===== src/rtl/ice40_himax_sched_pkg.sv =====
// rtl/ice40_himax_sched_pkg.sv - shared states, default widths and saturating increment
package ice40_himax_sched_pkg;

   localparam int DEF_SKIP_W    = 4;
   localparam int DEF_TIMEOUT_W = 20;
   localparam int DEF_CNT_W     = 16;

   typedef enum logic [2:0] {
      S_INIT = 3'd0,
      S_ARM  = 3'd1,
      S_CAP  = 3'd2,
      S_RUN  = 3'd3,
      S_ML   = 3'd4,
      S_RPT  = 3'd5
   } state_t;

   // Width-generic: caller zero-extends to 32 bits and truncates the result back.
   function automatic logic [31:0] sat_inc(input logic [31:0] value, input int unsigned width);
      logic [31:0] max_val;
      max_val = (32'd1 << width) - 32'd1;
      return (value >= max_val) ? value : value + 32'd1;
   endfunction

endpackage


===== src/rtl/ice40_himax_frame_sched_if.sv =====
// rtl/ice40_himax_frame_sched_if.sv - scheduler control/status bundle
interface ice40_himax_frame_sched_if
   import ice40_himax_sched_pkg::*;
#(
   parameter int SKIP_W    = DEF_SKIP_W,
   parameter int TIMEOUT_W = DEF_TIMEOUT_W,
   parameter int CNT_W     = DEF_CNT_W
);
   logic                 i_init_done;
   logic                 i_cam_vsync;
   logic [SKIP_W-1:0]    i_skip;
   logic [TIMEOUT_W-1:0] i_timeout;
   logic                 i_cap_done;
   logic                 i_ml_done;
   logic                 i_result_rdy;
   logic                 o_cap_en;
   logic                 o_ml_start;
   logic                 o_result_vld;
   logic                 o_err;
   logic [2:0]           o_state;
   logic [CNT_W-1:0]     o_frame_cnt;
   logic [CNT_W-1:0]     o_drop_cnt;

   modport master (
      output i_init_done, i_cam_vsync, i_skip, i_timeout, i_cap_done, i_ml_done, i_result_rdy,
      input  o_cap_en, o_ml_start, o_result_vld, o_err, o_state, o_frame_cnt, o_drop_cnt
   );

   modport slave (
      input  i_init_done, i_cam_vsync, i_skip, i_timeout, i_cap_done, i_ml_done, i_result_rdy,
      output o_cap_en, o_ml_start, o_result_vld, o_err, o_state, o_frame_cnt, o_drop_cnt
   );
endinterface


===== src/rtl/ice40_himax_vsync_sync.sv =====
// rtl/ice40_himax_vsync_sync.sv - 2-flop synchronizer with rising-edge pulse
module ice40_himax_vsync_sync (
   input  logic clk,
   input  logic resetn,
   input  logic strobe,
   output logic rise
);
   logic meta, sync, sync_d;

   always_ff @(posedge clk or negedge resetn) begin
      if (!resetn) begin
         meta   <= 1'b0;
         sync   <= 1'b0;
         sync_d <= 1'b0;
      end else begin
         meta   <= strobe;
         sync   <= meta;
         sync_d <= sync;
      end
   end

   assign rise = sync & ~sync_d;
endmodule


===== src/rtl/ice40_himax_frame_sched.sv =====
// rtl/ice40_himax_frame_sched.sv - capture / inference / report sequencer with skip, watchdog and drop count
module ice40_himax_frame_sched
   import ice40_himax_sched_pkg::*;
#(
   parameter int SKIP_W    = DEF_SKIP_W,
   parameter int TIMEOUT_W = DEF_TIMEOUT_W,
   parameter int CNT_W     = DEF_CNT_W
) (
   input  logic                      clk,
   input  logic                      resetn,
   ice40_himax_frame_sched_if.slave  bus
);
   logic                 rst_meta, rst_sync;
   logic                 vs_rise;
   state_t               state, state_n;
   logic [SKIP_W-1:0]    skip_cnt, skip_n;
   logic [TIMEOUT_W-1:0] wd, wd_n;
   logic [CNT_W-1:0]     frame_cnt, frame_n;
   logic [CNT_W-1:0]     drop_cnt, drop_n;
   logic                 expire;

   // Reset asserts asynchronously but releases on a clock edge.
   always_ff @(posedge clk or negedge resetn) begin
      if (!resetn) begin
         rst_meta <= 1'b0;
         rst_sync <= 1'b0;
      end else begin
         rst_meta <= 1'b1;
         rst_sync <= rst_meta;
      end
   end

   ice40_himax_vsync_sync u_vsync (
      .clk    (clk),
      .resetn (rst_sync),
      .strobe (bus.i_cam_vsync),
      .rise   (vs_rise)
   );

   always_ff @(posedge clk or negedge rst_sync) begin
      if (!rst_sync) begin
         state     <= S_INIT;
         skip_cnt  <= '0;
         wd        <= '0;
         frame_cnt <= '0;
         drop_cnt  <= '0;
      end else begin
         state     <= state_n;
         skip_cnt  <= skip_n;
         wd        <= wd_n;
         frame_cnt <= frame_n;
         drop_cnt  <= drop_n;
      end
   end

   always_comb begin
      state_n = state;
      skip_n  = skip_cnt;
      wd_n    = wd;
      frame_n = frame_cnt;
      drop_n  = drop_cnt;
      expire  = 1'b0;

      if (vs_rise && (state == S_CAP || state == S_RUN || state == S_ML || state == S_RPT))
         drop_n = CNT_W'(sat_inc(32'(drop_cnt), CNT_W));

      if (!bus.i_init_done) begin
         state_n = S_INIT;
         skip_n  = '0;
      end else begin
         case (state)
            S_INIT: state_n = S_ARM;
            S_ARM: begin
               if (vs_rise) begin
                  if (skip_cnt == '0) begin
                     skip_n  = bus.i_skip;
                     state_n = S_CAP;
                  end else begin
                     skip_n = skip_cnt - SKIP_W'(1);
                  end
               end
            end
            S_CAP: if (bus.i_cap_done) state_n = S_RUN;
            S_RUN: begin
               wd_n    = '0;
               state_n = S_ML;
            end
            S_ML: begin
               // wd counts completed ML cycles, so expiry lands T+1 cycles after the start pulse.
               wd_n = wd + TIMEOUT_W'(1);
               if (bus.i_ml_done) begin
                  state_n = S_RPT;
               end else if (bus.i_timeout != '0 && wd == bus.i_timeout) begin
                  expire  = 1'b1;
                  state_n = S_ARM;
               end
            end
            S_RPT: begin
               if (bus.i_result_rdy) begin
                  frame_n = CNT_W'(sat_inc(32'(frame_cnt), CNT_W));
                  state_n = S_ARM;
               end
            end
            default: state_n = S_INIT;
         endcase
      end
   end

   assign bus.o_cap_en     = (state == S_CAP);
   assign bus.o_ml_start   = (state == S_RUN);
   assign bus.o_result_vld = (state == S_RPT);
   assign bus.o_err        = expire;
   assign bus.o_state      = state;
   assign bus.o_frame_cnt  = frame_cnt;
   assign bus.o_drop_cnt   = drop_cnt;
endmodule


===== src/flat_wrapper.sv =====
// flat-port wrapper written by rule: the top's interface ports become plain ports
module ice40_himax_frame_sched_flat import ice40_himax_sched_pkg::*;
#(
   parameter int SKIP_W    = DEF_SKIP_W,
   parameter int TIMEOUT_W = DEF_TIMEOUT_W,
   parameter int CNT_W     = DEF_CNT_W
)
  (clk, resetn, bus_i_init_done, bus_i_cam_vsync, bus_i_skip, bus_i_timeout, bus_i_cap_done, bus_i_ml_done, bus_i_result_rdy, bus_o_cap_en, bus_o_ml_start, bus_o_result_vld, bus_o_err, bus_o_state, bus_o_frame_cnt, bus_o_drop_cnt);
  ice40_himax_frame_sched_if #(.SKIP_W(SKIP_W), .TIMEOUT_W(TIMEOUT_W), .CNT_W(CNT_W)) bus_i ();
  input  logic clk;
  input  logic resetn;
  input wire logic [$bits(bus_i.i_init_done)-1:0] bus_i_init_done;
  input wire logic [$bits(bus_i.i_cam_vsync)-1:0] bus_i_cam_vsync;
  input wire logic [$bits(bus_i.i_skip)-1:0] bus_i_skip;
  input wire logic [$bits(bus_i.i_timeout)-1:0] bus_i_timeout;
  input wire logic [$bits(bus_i.i_cap_done)-1:0] bus_i_cap_done;
  input wire logic [$bits(bus_i.i_ml_done)-1:0] bus_i_ml_done;
  input wire logic [$bits(bus_i.i_result_rdy)-1:0] bus_i_result_rdy;
  output wire logic [$bits(bus_i.o_cap_en)-1:0] bus_o_cap_en;
  output wire logic [$bits(bus_i.o_ml_start)-1:0] bus_o_ml_start;
  output wire logic [$bits(bus_i.o_result_vld)-1:0] bus_o_result_vld;
  output wire logic [$bits(bus_i.o_err)-1:0] bus_o_err;
  output wire logic [$bits(bus_i.o_state)-1:0] bus_o_state;
  output wire logic [$bits(bus_i.o_frame_cnt)-1:0] bus_o_frame_cnt;
  output wire logic [$bits(bus_i.o_drop_cnt)-1:0] bus_o_drop_cnt;
  assign bus_i.i_init_done = bus_i_init_done;
  assign bus_i.i_cam_vsync = bus_i_cam_vsync;
  assign bus_i.i_skip = bus_i_skip;
  assign bus_i.i_timeout = bus_i_timeout;
  assign bus_i.i_cap_done = bus_i_cap_done;
  assign bus_i.i_ml_done = bus_i_ml_done;
  assign bus_i.i_result_rdy = bus_i_result_rdy;
  assign bus_o_cap_en = bus_i.o_cap_en;
  assign bus_o_ml_start = bus_i.o_ml_start;
  assign bus_o_result_vld = bus_i.o_result_vld;
  assign bus_o_err = bus_i.o_err;
  assign bus_o_state = bus_i.o_state;
  assign bus_o_frame_cnt = bus_i.o_frame_cnt;
  assign bus_o_drop_cnt = bus_i.o_drop_cnt;
  ice40_himax_frame_sched #(.SKIP_W(SKIP_W), .TIMEOUT_W(TIMEOUT_W), .CNT_W(CNT_W)) u_core (.clk(clk), .resetn(resetn), .bus(bus_i));
endmodule

===== config.mk =====
export PLATFORM = sky130hd
export DESIGN_NAME = ice40_himax_frame_sched_flat
export DESIGN_NICKNAME = d
export VERILOG_FILES = /design/src/rtl/ice40_himax_sched_pkg.sv /design/src/rtl/ice40_himax_frame_sched_if.sv /design/src/rtl/ice40_himax_vsync_sync.sv /design/src/rtl/ice40_himax_frame_sched.sv /design/src/flat_wrapper.sv
export SDC_FILE = /design/constraint.sdc
export NUM_CORES = 1
export LEC_CHECK = 0
export ABC_AREA = 1
export CAP_MARGIN = 20
export CELL_PAD_IN_SITES_DETAIL_PLACEMENT = 0
export CELL_PAD_IN_SITES_GLOBAL_PLACEMENT = 1
export CORE_UTILIZATION = 38
export CTS_CLUSTER_SIZE = 16
export DETAILED_ROUTE_END_ITERATION = 12
export PLACE_DENSITY_LB_ADDON = 0.1
export SKIP_CTS_REPAIR_TIMING = 1
export SYNTH_ARGS = -nofsm -noshare
export SYNTH_HDL_FRONTEND = slang
export SYNTH_SLANG_ARGS = --single-unit

===== constraint.sdc =====
create_clock -name clk -period 2.4 [get_ports clk]
set_clock_uncertainty 0.05 [all_clocks]
set_input_delay 0.72 -clock clk [delete_from_list [all_inputs] [get_ports clk]]
set_output_delay 0.72 -clock clk [all_outputs]
set_load 0.02 [all_outputs]

==> flow_summary.toml <==
[status]
status = "complete, but fails checks"
violations = "negative setup slack"

[placement]
routabilityCongestion = 0.842
dp.cells = 727
hpwlAfterDp_mm = 6.86
dp_worst_setup_slack_ns = -1.07
io_buffers = 69
placed_area_um2 = 4890

[clocking]
clock_latency_ns = 0.35
cts_sinks = 64
cts-htree-levels = 3
clkTransAtPathRegs_ns = 0.07
tritoncts = "built"
cts-root-buf = "clkbuf_8"
cts_made_buffers = 9
cts_buffer_depth = 2

[setup_path]
critPathKind = "input pin to output pin"
cp_common_cell = "nand2_1"
crit_chain = "dlymetal6s2s_1 > inv_1 > nand2_1 > nand2_1 > o21ai_1 > nor2_1 > nand2_1 > nor2_2 > nand2_2 > nor3_2 > buf_4"
crit_slowest_cell = "nor3_2"
worstPathRequired_ns = 1.63
arrival_ns = 1.85
r2r_slack_ns = 0.50
crit_fanout = 3
crit_family = "simple AND/OR/NAND/NOR gates"
cp_num_buf_inv = 3
cp-start-kind = "input pin"
crit_path_max_incr_delay_ns = 0.19
r2r-start = "u_core.wd[0]"
end_kind = "output pin"
r2r_end = "u_core.wd[16]"
r2r_cells = 11

[timing]
max_slew_margin = 0.467
hold_viol_final = 0
period_share = 1.09
finalSetupViolations = 1
rsz0062_at_grt = "true"
timing.final.ws_setup_ns = -0.224
drv_slew = 0
tightest_slew_ns = 0.799
period_minus_slack_ns = 2.62
fmax_ghz = 0.381

[global_routing]
grt_util_met1 = 0.252
grt_usage = 0.190
grt_remaining_overflow = 0
grt_antenna_before_repair = 0
gr-usage-met2 = 0.305
grt_pass1_vias = 3326
grt_pass1_wl_mm = 15.1
grt.met3_usage = 0.0400
busiest_layer = "met2"
grt_max_degree = 63

[cells_and_area]
syn_to_final_growth_pct = 37.8
fill_cells = 917
num_antenna_cells = 0
final_cell_area_um2 = 5200
drive_gt1_frac = 0.164
final_util = 0.552
layout.cells.non_filler = 744
nNetsFinal = 646

[route]
vias = 3444
drt_iter0_drc = 114
dr.pass1.iters = 4
drc = 0
drt-total-wl_mm = 9.11
wire_per_inst_um = 12.2
ant_nets = 0
via_per_inst = 4.63

[worst_hold_path]
hp-start = "u_core.u_vsync.meta"
whs_path_depth = 0
min_to = "u_core.u_vsync.sync"
hp-class = "flip-flop to flip-flop"

[logic_synthesis]
ys_types = 35
yosys-top-cells-count = "nand2_1 (123), nor2_1 (69), dfrtp_1 (64)"
syn_nets = 530
yosys_most_used_dff = "dfrtp_1"
synthArstFlopShare = 1.00
synth.most_common_cell = "nand2_1"
syn_inst = 494
synth_edf_count = 0
ys_warn_count = 0
ys_seq_elements = 64
synth_top_area_share = 0.425
synth_area_leaders = "dfrtp_1 (42%), nand2_1 (12%), nor2_1 (6.9%), xnor2_1 (5.8%), inv_1 (5.5%)"
syn_avg_cell_area_um2 = 7.63
seq_area_frac_synth = 0.425
synth_area_um2 = 3770
synth_top_cell_by_area = "dfrtp_1"

[power]
power_density_nw_per_um2 = 768
total_power_mw = 3.99
vdd_drop_max_uv = 443
leakagePower_nw = 2.56

[floorplanning]
start_util = 0.401
die_w_um = 102
die_area_um2 = 10300
io_pins = 70
dieHeight_um = 102
rows = 35
core_um2 = 9420

[job]
cap_violations = 0
cells in the final DEF (no fill, tap or decap), types with 3 or more instances in the layout:
cell type / count
dlymetal6s2s_1: 16
o21ai_1: 4
clkbuf_2: 7
a21oi_1: 11
o21ai_0: 17
nor4_1: 3
nand3_1: 26
clkbuf_8: 10
nor2_1: 68
nand2_1: 121
nor3_1: 13
o22ai_1: 3
inv_1: 54
clkdlybuf4s50_1: 45
nor2_2: 7
bufinv_16: 4
nand2_2: 11
dfrtp_1: 63
inv_2: 7
xor2_1: 20
ha_1: 5
buf_4: 41
nand4_1: 8
xnor2_1: 23
sequential cells by signal, summed over array words and instances (netlist names):
| signal | count |
|---|---|
| u_core.bus.o_drop_cnt | 16 |
| u_core.bus.o_frame_cnt | 16 |
| u_core.bus.o_state | 3 |
| u_core.rst_meta | 1 |
| u_core.rst_sync | 1 |
| u_core.skip_cnt | 4 |
| u_core.u_vsync.meta | 1 |
| u_core.u_vsync.sync | 1 |
| u_core.u_vsync.sync_d | 1 |
| u_core.wd | 20 |
through the flow:
stage / hold WS, ns / TNS, ns
finish: 0.300 / -0.224
global route: 0.310 / -0.346
CTS: 0.300 / -1.76
detailed placement: 0.288 / -1.09
global placement: 0.282 / -1.04
floorplan: 0.281 / 0
cells by family after synthesis:
group / count (synthesis) / share of synthesized area
AND/OR/NAND/NOR: 266 / 0.313
buffers and inverters: 67 / 0.0710
flip-flops: 64 / 0.425
AO/OA/AOI/OAI: 46 / 0.0690
XOR/XNOR: 45 / 0.105
adder cells (fa/ha/maj): 5 / 0.0166
other: 1 / 0.000994
cell type report:
type,count,area [µm²],share of cell area
Clock buffer,11,141,0.0272
Clock inverter,5,128,0.0246
Inverter,63,241,0.0465
Multi-Input combinational cell,363,1930,0.371
Sequential cell,64,1600,0.308
Tap cell,129,161,0.0311
Timing Repair Buffer,109,993,0.191
routing by layer:
layer | share of wire | up-vias | wire [µm]
li1 | - | 1787 | -
met1 | 0.48 | 1591 | 4360
met3 | 0.041 | 8 | 370
met2 | 0.47 | 58 | 4260
met4 | 0.014 | 0 | 129
met5 | 0 | - | 0
power by group:
part,switching [mW],internal (mW)
logic,0.694,0.615
registers,0.158,1.26
clock network,0.440,0.825
total,1.29,2.70
worst max-delay path by stage:
stage                       from   endpoint  slack, ns  cells past startpoint
2_1_floorplan   bus_i_timeout[6]  bus_o_err     0.0009                      9
3_3_place_gp    bus_i_timeout[6]  bus_o_err      -1.04                     10
3_5_place_dp   bus_i_timeout[13]  bus_o_err      -1.07                     10
4_1_cts        bus_i_timeout[13]  bus_o_err      -1.08                     10
5_1_grt        bus_i_timeout[12]  bus_o_err      -0.35                     11
6_report        bus_i_timeout[6]  bus_o_err      -0.22                     11
No activity file was read; power rests on OpenSTA's default activity.
